$ cat src/rtl/life_gen_sequencer.sv
// rtl/life_gen_sequencer.sv - command sequencer pacing Game-of-Life generations and host cell access
module life_gen_sequencer #(
  parameter int X_BITS     = 6,
  parameter int Y_BITS     = 6,
  parameter int CMD_BITS   = 2,
  parameter int STATE_BITS = 1,
  parameter int CMD_NOP    = 0,
  parameter int CMD_WRITE  = 1,
  parameter int CMD_READ   = 2,
  parameter int CMD_STEP   = 3,
  parameter int READ_LAT   = 2,
  parameter int SETTLE     = 2,
  parameter int PERIOD     = 100000000,
  parameter int GEN_BITS   = 16
) (
  input  logic                  clk,
  input  logic                  rst,
  input  logic                  run,
  input  logic                  step,
  input  logic                  host_req,
  input  logic                  host_we,
  input  logic [X_BITS-1:0]     host_x,
  input  logic [Y_BITS-1:0]     host_y,
  input  logic [STATE_BITS-1:0] host_wdata,
  output logic                  host_ack,
  output logic [STATE_BITS-1:0] host_rdata,
  output logic [CMD_BITS-1:0]   arr_cmd,
  output logic [X_BITS-1:0]     arr_x,
  output logic [Y_BITS-1:0]     arr_y,
  output logic [STATE_BITS-1:0] arr_din,
  input  logic [STATE_BITS-1:0] arr_dout,
  output logic [GEN_BITS-1:0]   gen_count,
  output logic                  busy,
  output logic                  overrun
);

  localparam logic [CMD_BITS-1:0] C_NOP   = CMD_BITS'(CMD_NOP);
  localparam logic [CMD_BITS-1:0] C_WRITE = CMD_BITS'(CMD_WRITE);
  localparam logic [CMD_BITS-1:0] C_READ  = CMD_BITS'(CMD_READ);
  localparam logic [CMD_BITS-1:0] C_STEP  = CMD_BITS'(CMD_STEP);
  localparam int CNT_W = $clog2(PERIOD);
  localparam int LAT_W = $clog2(READ_LAT + 1);
  localparam int SET_W = (SETTLE > 1) ? $clog2(SETTLE) : 1;

  typedef enum logic [2:0] {S_IDLE, S_WR, S_RD_WAIT, S_STEP, S_SETTLE} state_t;

  state_t                state_q, state_d;
  logic [CNT_W-1:0]      cnt_q, cnt_d;
  logic [LAT_W-1:0]      lat_q, lat_d;
  logic [SET_W-1:0]      set_q, set_d;
  logic                  pend_q, pend_d;
  logic                  ovr_q, ovr_d;
  logic                  ack_q, ack_d;
  logic                  busy_q, busy_d;
  logic [STATE_BITS-1:0] rdata_q, rdata_d;
  logic [CMD_BITS-1:0]   cmd_q, cmd_d;
  logic [X_BITS-1:0]     x_q, x_d;
  logic [Y_BITS-1:0]     y_q, y_d;
  logic [STATE_BITS-1:0] din_q, din_d;
  logic [GEN_BITS-1:0]   gen_q, gen_d;
  logic                  trig;
  logic                  consume;

  // Period counter and trigger: free-running in run mode, step pulses otherwise
  always_comb begin
    cnt_d = '0;
    trig  = 1'b0;
    if (run) begin
      if (cnt_q == CNT_W'(PERIOD - 1)) begin
        trig = 1'b1;
      end else begin
        cnt_d = cnt_q + 1'b1;
      end
    end else begin
      trig = step;
    end
  end

  // Sequencer next-state and registered-output values
  always_comb begin
    state_d = state_q;
    cmd_d   = C_NOP;
    x_d     = x_q;
    y_d     = y_q;
    din_d   = din_q;
    ack_d   = 1'b0;
    rdata_d = rdata_q;
    gen_d   = gen_q;
    lat_d   = lat_q;
    set_d   = set_q;
    consume = 1'b0;
    case (state_q)
      S_IDLE: begin
        // the ack cycle must not re-serve the request the host is still dropping
        if (host_req && !ack_q) begin
          x_d = host_x;
          y_d = host_y;
          if (host_we) begin
            state_d = S_WR;
            cmd_d   = C_WRITE;
            din_d   = host_wdata;
          end else begin
            state_d = S_RD_WAIT;
            cmd_d   = C_READ;
            lat_d   = '0;
          end
        end else if (pend_q) begin
          consume = 1'b1;
          state_d = S_STEP;
          cmd_d   = C_STEP;
        end
      end
      S_WR: begin
        state_d = S_IDLE;
        ack_d   = 1'b1;
      end
      S_RD_WAIT: begin
        if (lat_q == LAT_W'(READ_LAT)) begin
          rdata_d = arr_dout;
          ack_d   = 1'b1;
          state_d = S_IDLE;
        end else begin
          lat_d = lat_q + 1'b1;
        end
      end
      S_STEP: begin
        if (SETTLE == 0) begin
          state_d = S_IDLE;
          gen_d   = gen_q + 1'b1;
        end else begin
          state_d = S_SETTLE;
          set_d   = '0;
        end
      end
      S_SETTLE: begin
        if (set_q == SET_W'(SETTLE - 1)) begin
          state_d = S_IDLE;
          gen_d   = gen_q + 1'b1;
        end else begin
          set_d = set_q + 1'b1;
        end
      end
      default: state_d = S_IDLE;
    endcase
    busy_d = (state_d != S_IDLE);
    // a single pending slot; a trigger that finds it occupied is dropped and flagged
    pend_d = consume ? 1'b0 : (trig ? 1'b1 : pend_q);
    ovr_d  = ovr_q | (trig & pend_q);
  end

  // State and output registers
  always_ff @(posedge clk or posedge rst) begin
    if (rst) begin
      state_q <= S_IDLE;
      cnt_q   <= '0;
      lat_q   <= '0;
      set_q   <= '0;
      pend_q  <= 1'b0;
      ovr_q   <= 1'b0;
      ack_q   <= 1'b0;
      busy_q  <= 1'b0;
      rdata_q <= '0;
      cmd_q   <= C_NOP;
      x_q     <= '0;
      y_q     <= '0;
      din_q   <= '0;
      gen_q   <= '0;
    end else begin
      state_q <= state_d;
      cnt_q   <= cnt_d;
      lat_q   <= lat_d;
      set_q   <= set_d;
      pend_q  <= pend_d;
      ovr_q   <= ovr_d;
      ack_q   <= ack_d;
      busy_q  <= busy_d;
      rdata_q <= rdata_d;
      cmd_q   <= cmd_d;
      x_q     <= x_d;
      y_q     <= y_d;
      din_q   <= din_d;
      gen_q   <= gen_d;
    end
  end

  assign host_ack   = ack_q;
  assign host_rdata = rdata_q;
  assign arr_cmd    = cmd_q;
  assign arr_x      = x_q;
  assign arr_y      = y_q;
  assign arr_din    = din_q;
  assign gen_count  = gen_q;
  assign busy       = busy_q;
  assign overrun    = ovr_q;

endmodule

$ cat config.mk
export PLATFORM = sky130hd
export DESIGN_NAME = life_gen_sequencer
export DESIGN_NICKNAME = d
export VERILOG_FILES = /design/src/rtl/life_gen_sequencer.sv
export SDC_FILE = /design/constraint.sdc
export NUM_CORES = 1
export LEC_CHECK = 0
export ABC_AREA = 1
export BUFFER_PORTS_ARGS = -buffer_cell sky130_fd_sc_hd__buf_2
export CORE_MARGIN = 5
export CORE_UTILIZATION = 40
export CTS_BUF_LIST = sky130_fd_sc_hd__clkbuf_8
export CTS_CLUSTER_DIAMETER = 30
export DETAILED_ROUTE_END_ITERATION = 10
export PLACE_DENSITY = 0.66
export SKIP_CTS_REPAIR_TIMING = 1
export SYNTH_ARGS = -nofsm -noshare
export SYNTH_HDL_FRONTEND = slang
export SYNTH_SLANG_ARGS = --single-unit
$ cat constraint.sdc
create_clock -name clk -period 2.07 [get_ports clk]
set_input_delay 0.207 -clock clk [delete_from_list [all_inputs] [get_ports clk]]
set_output_delay 0.207 -clock clk [all_outputs]
set_load 0.02 [all_outputs]
[Word level (Yosys, flattened, before mapping)]
Index checks and enable logic that the tools add are counted.
Cells by class
  add/subtract/negate cells: 4
  eq/ne operators: 9
  mux-type cells: 27
  bitwise operators: 2
  reduce and logical (&&, ||, !) cells: 12
Operator list (count)
  27-bit two-way mux: 2
  27-bit by 1-bit adder with 27-bit output (second input constant): 1
  27-bit == test (second input constant): 1
  16-bit by 1-bit adder with 16-bit output (second input constant): 1
  2-bit two-way mux: 8
  3-bit two-way mux: 4
  3-bit case mux with 4 select lines: 1
  1-bit two-way mux: 9
  3-bit by 2-bit == test with 1-bit output (second input constant): 2
  2-bit != test (second input constant): 3
  2-bit AND reduction: 3
  2-bit nonzero test: 3
  1-bit case mux with 2 select lines: 2
  2-bit case mux with 2 select lines: 1
  4-bit AND reduction: 1
  3-bit by 1-bit == test with 1-bit output (second input constant): 1
  3-bit == test (second input constant): 1
  3-bit logical NOT: 1
  3-bit AND reduction: 1
  3-bit nonzero test: 1
  2-bit by 1-bit adder with 2-bit output (second input constant): 1
  2-bit == test (second input constant): 1
  1-bit adder (second input constant): 1
  1-bit bitwise AND: 1
  3 further kinds: 3
Word-level totals
  flip-flop bits (word level): 69
  bits of input ports: 20
  output and inout port bits: 35

[Logic depth before layout (Yosys ltp)]
Gate-level depths: netlist (run 1).
  depth in word-level cells: 5
  gate-level depth with buffers: 10
  mapped depth without buffers: 10

[Least setup slack after synthesis (run 1)]
No wires, ideal clock.
  kind: flip-flop to flip-flop
  from: register gen_q[0] (netlist: gen_count[0])
  to: register gen_q[12] (netlist: gen_count[12])
  library setup time: 80 ps
  data arrival time: 1391 ps
  path slack: 599 ps
  stages on the path, launching flop included: 8
  buffers on the path: 0
  period minus slack after synthesis: 1471 ps
  cells stage by stage: dfrtp_1 ha_1 nand3_1 nor2_1 nor2b_4 nand2_1 nor2_1 xor2_1
On the way
  longest elaborated chain between the ends: 1
RTL lines
  from (decl): line 60  | logic [GEN_BITS-1:0] gen_q, gen_d;
  from (signal assigned): line 182  | gen_q <= gen_d;
  16-bit by 1-bit adder with 16-bit output: line 138  | gen_d = gen_q + 1'b1;
No other way between the ends.
A chain may end at the register's enable or synchronous reset.

[Worst setup path in the final report (run 1)]
  from: register state_q[1]
  to: register busy_q (netlist: busy)
On the way
  longest elaborated chain between the ends: 4
  elaborated cells on any way between the ends: 10
RTL lines
  from (decl): line 47  | state_t state_q, state_d;
  from (signal assigned): line 169  | state_q <= state_d;
  3-bit two-way mux: line 107  | end else if (pend_q) begin
  3-bit two-way mux: line 95  | if (host_req && !ack_q) begin
  3-bit case mux with 4 select lines *: line 92  | case (state_q)
  3-bit nonzero test *: line 145  | busy_d = (state_d != S_IDLE);
  named net busy_d: line 54  | logic busy_q, busy_d;
  to (signal assigned): line 176  | busy_q <= busy_d;
  to (decl): line 54
Mark *: on every way through the listed nets, which the timed path passes. The rest lies on a longest branch.

==> results.md, run 1 <==
* Status: completed
* Initial core utilization at slightly above 40%
* Core Area at between 8000 and 9000 um^2
* Hold Path Depth at 3
* FF/Latch Area at 1727 um^2
* Multi-input gate area at about 1500 um^2
* Tcrit/Tclk final at between 70% and 80%
* Die Area at 10,580 um^2
* Syn-to-layout area delta at 19.37%
* Worst Setup Start Kind: flop
* Synth top cells by count: nand2_1 (125), dfrtp_1 (69), nor2_1 (69)
* FP Rows at 33
* DP HPWL at between 5 and 6 mm
* Hold Crit Class: in2reg
* Syn Inst Count at about 430
* Final worst setup slack at between 0.4 and 0.5 ns
* # port buffers at 54
* R2R Path End: busy
* Static Leak at between 2 and 2.5 nW
* Post-Syn Area at roughly 3400 um^2
* Hold Vio Cnt, Final at 0
* Worst R2R Start: state_q[1]
* Remaining Overflow, GRT at 0
* RSZ-0062 raised after global routing: no
* Top_reg_cell synth: dfrtp_1
* Most common cell in the netlist: nand2_1
* Switching share of power at about a third
* Worst rel slew slack at around 74%
* Critical-path top delay cell: dfrtp_1
* EDFF count, synth at 0
* R2R setup slack at about 0.46 ns
* Post-route minimum period at 1.609 ns
* Worst EP required at around 2.4 ns
* Largest net degree at the start of global routing at 70
* All-Layer GR Usage at between 10% and 20%
* Crit path cell chain: nor2_4, nand2_2, nor2_4, inv_2, nor2_2, nor2_1, inv_1, nor2_1, nand2_1
* Sw Pwr at approximately 1.4 mW
* CTS clk-pin slew, worst paths at 0.07 ns
* CTS HTree Levels at 3
* Routability cong. at ~0.92
* Leading area contributor after synthesis: dfrtp_1
* CTS Root Cell: clkbuf_8
* Clock Sinks at roughly 70
* Num CTS Buffers at 9
* Logic pwr share at about a quarter
* Synth area leaders: dfrtp_1 (50%), nand2_1 (14%), nor2_1 (7.5%), inv_1 (5.1%), xor2_1 (3.6%)
* Drt total wl at 7.184 mm
* Least-Margin Pin Slew at 0.3877 ns
* Endpoint, Worst Hold: arr_y[1]
* Via density per instance at 4.684
* Largest fanout on the critical path at 15
* Worst hold margin at 0.06965 ns
* Die Ht at approximately 100 um
* DP Cell Count at approximately 600
* Sequential power share at approximately 42%
* Pre-CTS WS at between 0.4 and 0.5 ns
* Setup violators final at 0
* Initial drt markers at 120
* Final Non-Filler Cells at about 600
* Hold Path Origin: host_y[1]
* Pre-Repair DR Iteration Count at 4
* # diodes at 0
* First-pass GRT wire length at 12.97 mm
* Synth Net Count at between 400 and 500
* Vias in the first global route at between 2,000 and 3,000
* DR vias at 2,815
* Yosys top cell area share at roughly half
* Seq/Total Area, Yosys at approximately half
* Initial antenna violation count at 0
* Final net count at roughly 500
* Largest stage delay on the critical path at roughly 0.42 ns
* Slew Limit Fails at 0
* WL per Instance at around 12 um
* Clock Latency Late Sink at roughly 0.34 ns
* Crit Path Category: reg2reg
* Clk_skew at about 0.0098 ns
* Critical Path AT at 1.89 ns
* Bufs on Longest Clock Path at 2
* Clk pwr share at 32.1%
* Worst setup EP type: flop
* Mean Syn Cell Area at 8.079 um^2
* MaxCap Viol Count at 0
* Synth unique cells at 31
* DRC at 0
* Die width at between 100 and 150 um
* Routed Antenna Nets at 0
* Count of state elements after synthesis at 69
* Max VDD drop at roughly 0.60 mV
* Setup TNS at 0 ns
* Io pins at 55
* Worst reg-to-reg path cell count at 9
* CTS tree: done
* Synth warnings at 0
* F_max at between 0.6 and 0.7 GHz
* P per Cell Area at approximately 1000 nW/um^2
* Layout cell share with drive strength beyond 1 at around 19%
* Synth async-reset ratio at between 90% and 100%
* P_int at roughly 2.8 mW
* # fillers at 793
flip-flops by register name, summed over array words and instances, names as in the netlist, 2 cells and up:
signal,count
arr_y,6
lat_q,2
gen_count,16
arr_x,6
arr_cmd,2
state_q,3
cnt_q,27
how the worst max path moves through the flow:
stage | from | end | slack, ns
4_1_cts | state_q[1] | busy | 0.44
3_5_place_dp | state_q[1] | busy | 0.44
5_1_grt | state_q[1] | busy | 0.30
6_report | state_q[1] | busy | 0.46
2_1_floorplan | rst | arr_cmd[0] | 0.12
3_3_place_gp | state_q[1] | busy | 0.49
placed cells by master (no fill, tap or decap), drive strengths merged, types with 8 or more instances in the layout:
master	synthesis	routed
a21oi	8	8
buf	2	55
clkbuf	0	11
dfrtp	69	69
inv	50	50
nand2	131	131
nand3	23	23
nand4	9	9
nor2	77	77
nor3	14	14
o21ai	9	9
xor2	14	14
layer usage:
layer	up-vias	global-route usage (%)	wire length (um)
met5	-	0	0
met4	0	5.777	125
met3	12	3.654	295
met2	52	24.48	3356
met1	1288	20.73	3408
li1	1463	-	-
critical path: cells and delay by family, from the launching register on:
| kind | cells | cell delay (ns) |
|---|---|---|
| buf+inv | 2 | 0.27 |
| flops | 1 | 0.42 |
| simple gates | 7 | 0.85 |
through the flow:
step	power (mW)	instance area [um^2]	util, %
final	4.209	4118	49.62
after global routing	4.490	4118	49.62
after CTS	4.268	4108	49.49
after detailed placement	2.903	3861	46.53
after global placement	2.876	3861	46.53
after floorplan	2.558	3450	-
layout make-up:
| cell class | instances | share of cell area [%] |
|---|---|---|
| tap | 105 | 3.191 |
| clock buffer | 11 | 3.677 |
| timing repair buffer | 56 | 7.293 |
| sequential | 69 | 41.93 |
| clock inverter | 4 | 2.309 |
| multi-input combinational | 305 | 36.89 |
| inverter | 51 | 4.710 |
cell families (layout without fill, tap and decap cells):
| family | after synthesis | count (layout) | synth area share [%] |
|---|---|---|---|
| adder cells (fa/ha/maj) | 3 | 3 | 1.088 |
| buffers and inverters | 53 | 122 | 5.912 |
| flip-flops | 69 | 69 | 50.05 |
| AND/OR/NAND/NOR | 261 | 261 | 34.46 |
| multiplexers | 1 | 1 | 0.3264 |
| AO/OA/AOI/OAI | 21 | 21 | 3.337 |
| XOR/XNOR | 19 | 19 | 4.824 |
power groups by stage:
stage,clock [mW],sequential (mW),combinational (mW)
floorplan,0,2.01,0.549
global placement,0,1.79,1.08
detailed placement,0,1.79,1.11
CTS,1.38,1.78,1.11
global route,1.45,1.81,1.23
finish,1.35,1.77,1.08
No activity file was read; power rests on OpenSTA's default activity.
==> run 2, diff against run 1 <==
clock period = 1.4 ns   (was 2.07 ns; I/O delays follow)
==> run 2 against run 1 <==
Net effect: the flow now finishes with violations (negative setup slack); non-clock buffer count increased by 40; register-to-register slack got worse by 0.56 ns; global-route usage increased by 0.90 points; critical path depth increased by 1; highest routed layer unchanged; via count increased by 8.7%; core utilization increased by 5.7 points; combinational power increased by 96%; critical endpoint is now cnt_q[3]; worst hold slack got worse by 0.066 ns.
==> results.md, run 2 (same netlist as run 1, synthesis figures left out) <==
* Status: finished, violations left (was completed)
* Failing checks: negative setup slack
* CTS HTree Levels at 3 (unchanged)
* Crit Path Category: reg2reg (unchanged)
* Die Ht at 102.9 um (unchanged)
* Num CTS Buffers at 9 (unchanged)
* FP Rows at 33 (unchanged)
* All-Layer GR Usage at 16.36% (was 15.46%)
* Critical path buffer and inverter count at 1 (was 2)
* Worst rel slew slack at 76.37% (was 73.96%)
* Via density per instance at 4.752 (was 4.684)
* Multi-input gate area at 1703 um^2 (was 1519 um^2)
* Die Area at 10,580 um^2 (unchanged)
* Worst Setup Start Kind: flop (unchanged)
* RSZ-0062 raised after global routing: yes (was no)
* Worst setup EP type: flop (unchanged)
* Post-route minimum period at 1.499 ns (was 1.609 ns)
* Switching share of power at 35.62% (was 32.90%)
* Hold Vio Cnt, Final at 0 (unchanged)
* Largest net degree at the start of global routing at 60 (was 70)
* Routability cong. at 0.9510 (was 0.9203)
* CTS tree: done (unchanged)
* Vias in the first global route at 3,095 (was 2,836)
* Sequential power share at 41.6% (was 42.1%)
* DR vias at 3,060 (was 2,815)
* Syn-to-layout area delta at 33.19% (was 19.37%)
* Setup violators final at 21 (was 0)
* Io pins at 55 (unchanged)
* Slew Limit Fails at 0 (unchanged)
* Critical Path AT at 1.73 ns (was 1.89 ns)
* Worst hold margin at 0.004084 ns (was 0.06965 ns)
* Drt total wl at 8.225 mm (was 7.184 mm)
* DP HPWL at 5.903 mm (was 5.383 mm)
* Clock Latency Late Sink at 0.34 ns (about the same)
* First-pass GRT wire length at 13.78 mm (was 12.97 mm)
* WL per Instance at 12.77 um (was 11.95 um)
* Routed Antenna Nets at 0 (unchanged)
* Reg with most FFs: cnt_q (unchanged)
* # fillers at 769 (was 793)
* Largest fanout on the critical path at 5 (was 15)
* Critical-path top delay cell: dfrtp_1 (unchanged)
* Core Area at 8299 um^2 (unchanged)
* Layout cell share with drive strength beyond 1 at 30.80% (was 19.35%)
* Clk pwr share at 25.0% (was 32.1%)
* Logic pwr share at 33.3% (was 25.8%)
* Static Leak at 2.285 nW (was 2.064 nW)
* Worst EP required at 1.63 ns (was 2.35 ns)
* Setup crit start: cnt_q[1] (was state_q[1])
* Commonest non-fill, non-tap cell in the layout: nand2_1 (unchanged)
* Bufs on Longest Clock Path at 2 (unchanged)
* Sw Pwr at 2.261 mW (was 1.385 mW)
* Die width at 102.9 um (unchanged)
* CTS clk-pin slew, worst paths at 0.07 ns (about the same)
* Initial antenna violation count at 0 (unchanged)
* Most frequent cells in the layout: nand2_1 (122), dfrtp_1 (66), nor2_1 (60), buf_2 (54), inv_1 (48) (was nand2_1 (125), nor2_1 (69), dfrtp_1 (69), buf_2 (54), inv_1 (46))
* Tcrit/Tclk final at 107.1% (was 77.73%)
* Hold Crit Class: in2reg (unchanged)
* # port buffers at 54 (unchanged)
* Initial core utilization at 41.56% (unchanged)
* Worst R2R Start: cnt_q[1] (was state_q[1])
* Pre-Repair DR Iteration Count at 4 (unchanged)
* # diodes at 0 (unchanged)
* Largest stage delay on the critical path at 0.37 ns (was 0.42 ns)
* Max reg flops at 27 (unchanged)
* Remaining Overflow, GRT at 0 (unchanged)
* Max VDD drop at 1.130 mV (was 0.6018 mV)
* Cell Area, Placed at 4075 um^2 (was 3861 um^2)
* CTS Root Cell: clkbuf_8 (unchanged)
* Largest delay share family, worst path: simple AND/OR/NAND/NOR gates (unchanged)
* P per Cell Area at 1381 nW/um^2 (was 1022 nW/um^2)
* Hold Path Origin: host_x[5] (was host_y[1])
* Initial drt markers at 161 (was 120)
* MaxCap Viol Count at 0 (unchanged)
* P_int at 4.085 mW (was 2.824 mW)
* Clk_skew at 0.007604 ns (was 0.009790 ns)
* F_max at 0.6670 GHz (was 0.6215 GHz)
* Crit path cell chain: ha_2, nand2_2, nor2_4, nand2_4, nor2_4, nand2_4, nand2_8, inv_4, nand2_1, nor2_1 (was nor2_4, nand2_2, nor2_4, inv_2, nor2_2, nor2_1, inv_1, nor2_1, nand2_1)
* DRC at 0 (unchanged)
* Final worst setup slack at -0.09924 ns (was 0.4610 ns)
* FF/Latch Area at 1730 um^2 (was 1727 um^2)
* Clock Sinks at 69 (unchanged)
* Final std cell area, no fill at 4594 um^2 (was 4118 um^2)
* Least-Margin Pin Slew at 0.3523 ns (was 0.3877 ns)
* Final net count at 557 (was 515)
## run 2: worst register-to-register path: stages (launching register included)
cell and delay, ns:
dfrtp_1 0.37, ha_2 0.19, nand2_2 0.07, nor2_4 0.19, nand2_4 0.09, nor2_4 0.10
nand2_4 0.09, nand2_8 0.13, inv_4 0.06, nand2_1 0.06, nor2_1 0.04
## run 2: final timing paths
path	end	slack [ns]	depth (start not counted)
max	cnt_q[3]	-0.1	10
min	arr_x[5]	0.004	3
max reg2reg	cnt_q[3]	-0.1	10
min reg2reg	arr_x[0]	0.47	2
max in group asynchronous	state_q[2]	0.48	4
min in group asynchronous	gen_count[11]	0.32	3
## run 2: layout make-up
type / count / area share, %
Sequential cell: 69 / 37.66
Clock buffer: 10 / 2.996
Multi-Input combinational cell: 306 / 37.06
Clock inverter: 6 / 1.198
Timing Repair inverter: 1 / 0.1362
Timing Repair Buffer: 96 / 13.62
Inverter: 51 / 4.466
Tap cell: 105 / 2.859
## run 2: routing by layer
layer / global-route usage [%] / share of wire [%] / routed length, um / vias to the layer above
met1: 21.39 / 47 / 3893 / 1437
met2: 26.81 / 48 / 3962 / 66
met3: 4.127 / 2.9 / 237 / 11
met5: 0 / 0 / 0 / -
met4: 5.179 / 1.6 / 131 / 0
li1: - / - / - / 1546
## run 2: stage by stage
step | cells | util [%] | total power [mW] | setup WS, ns | setup TNS (ns)
after global routing | 644 | 55.36 | 6.775 | -0.1759 | -4.421
after global placement | 611 | 49.10 | 4.455 | -0.001272 | -0.001575
after floorplan | 427 | - | 3.788 | -0.02783 | -0.1889
final | 644 | 55.36 | 6.346 | -0.09924 | -1.370
after detailed placement | 611 | 49.10 | 4.524 | -0.07722 | -0.6624
after CTS | 627 | 51.42 | 6.147 | -0.07734 | -0.8012
## run 2: power by group through the flow
stage | Combinational (mW) | Sequential [mW] | Clock, mW
after floorplan | 0.813 | 2.98 | 0
after detailed placement | 1.88 | 2.64 | 0
final | 2.12 | 2.64 | 1.59
after global routing | 2.36 | 2.69 | 1.73
after global placement | 1.83 | 2.62 | 0
after CTS | 1.89 | 2.61 | 1.64
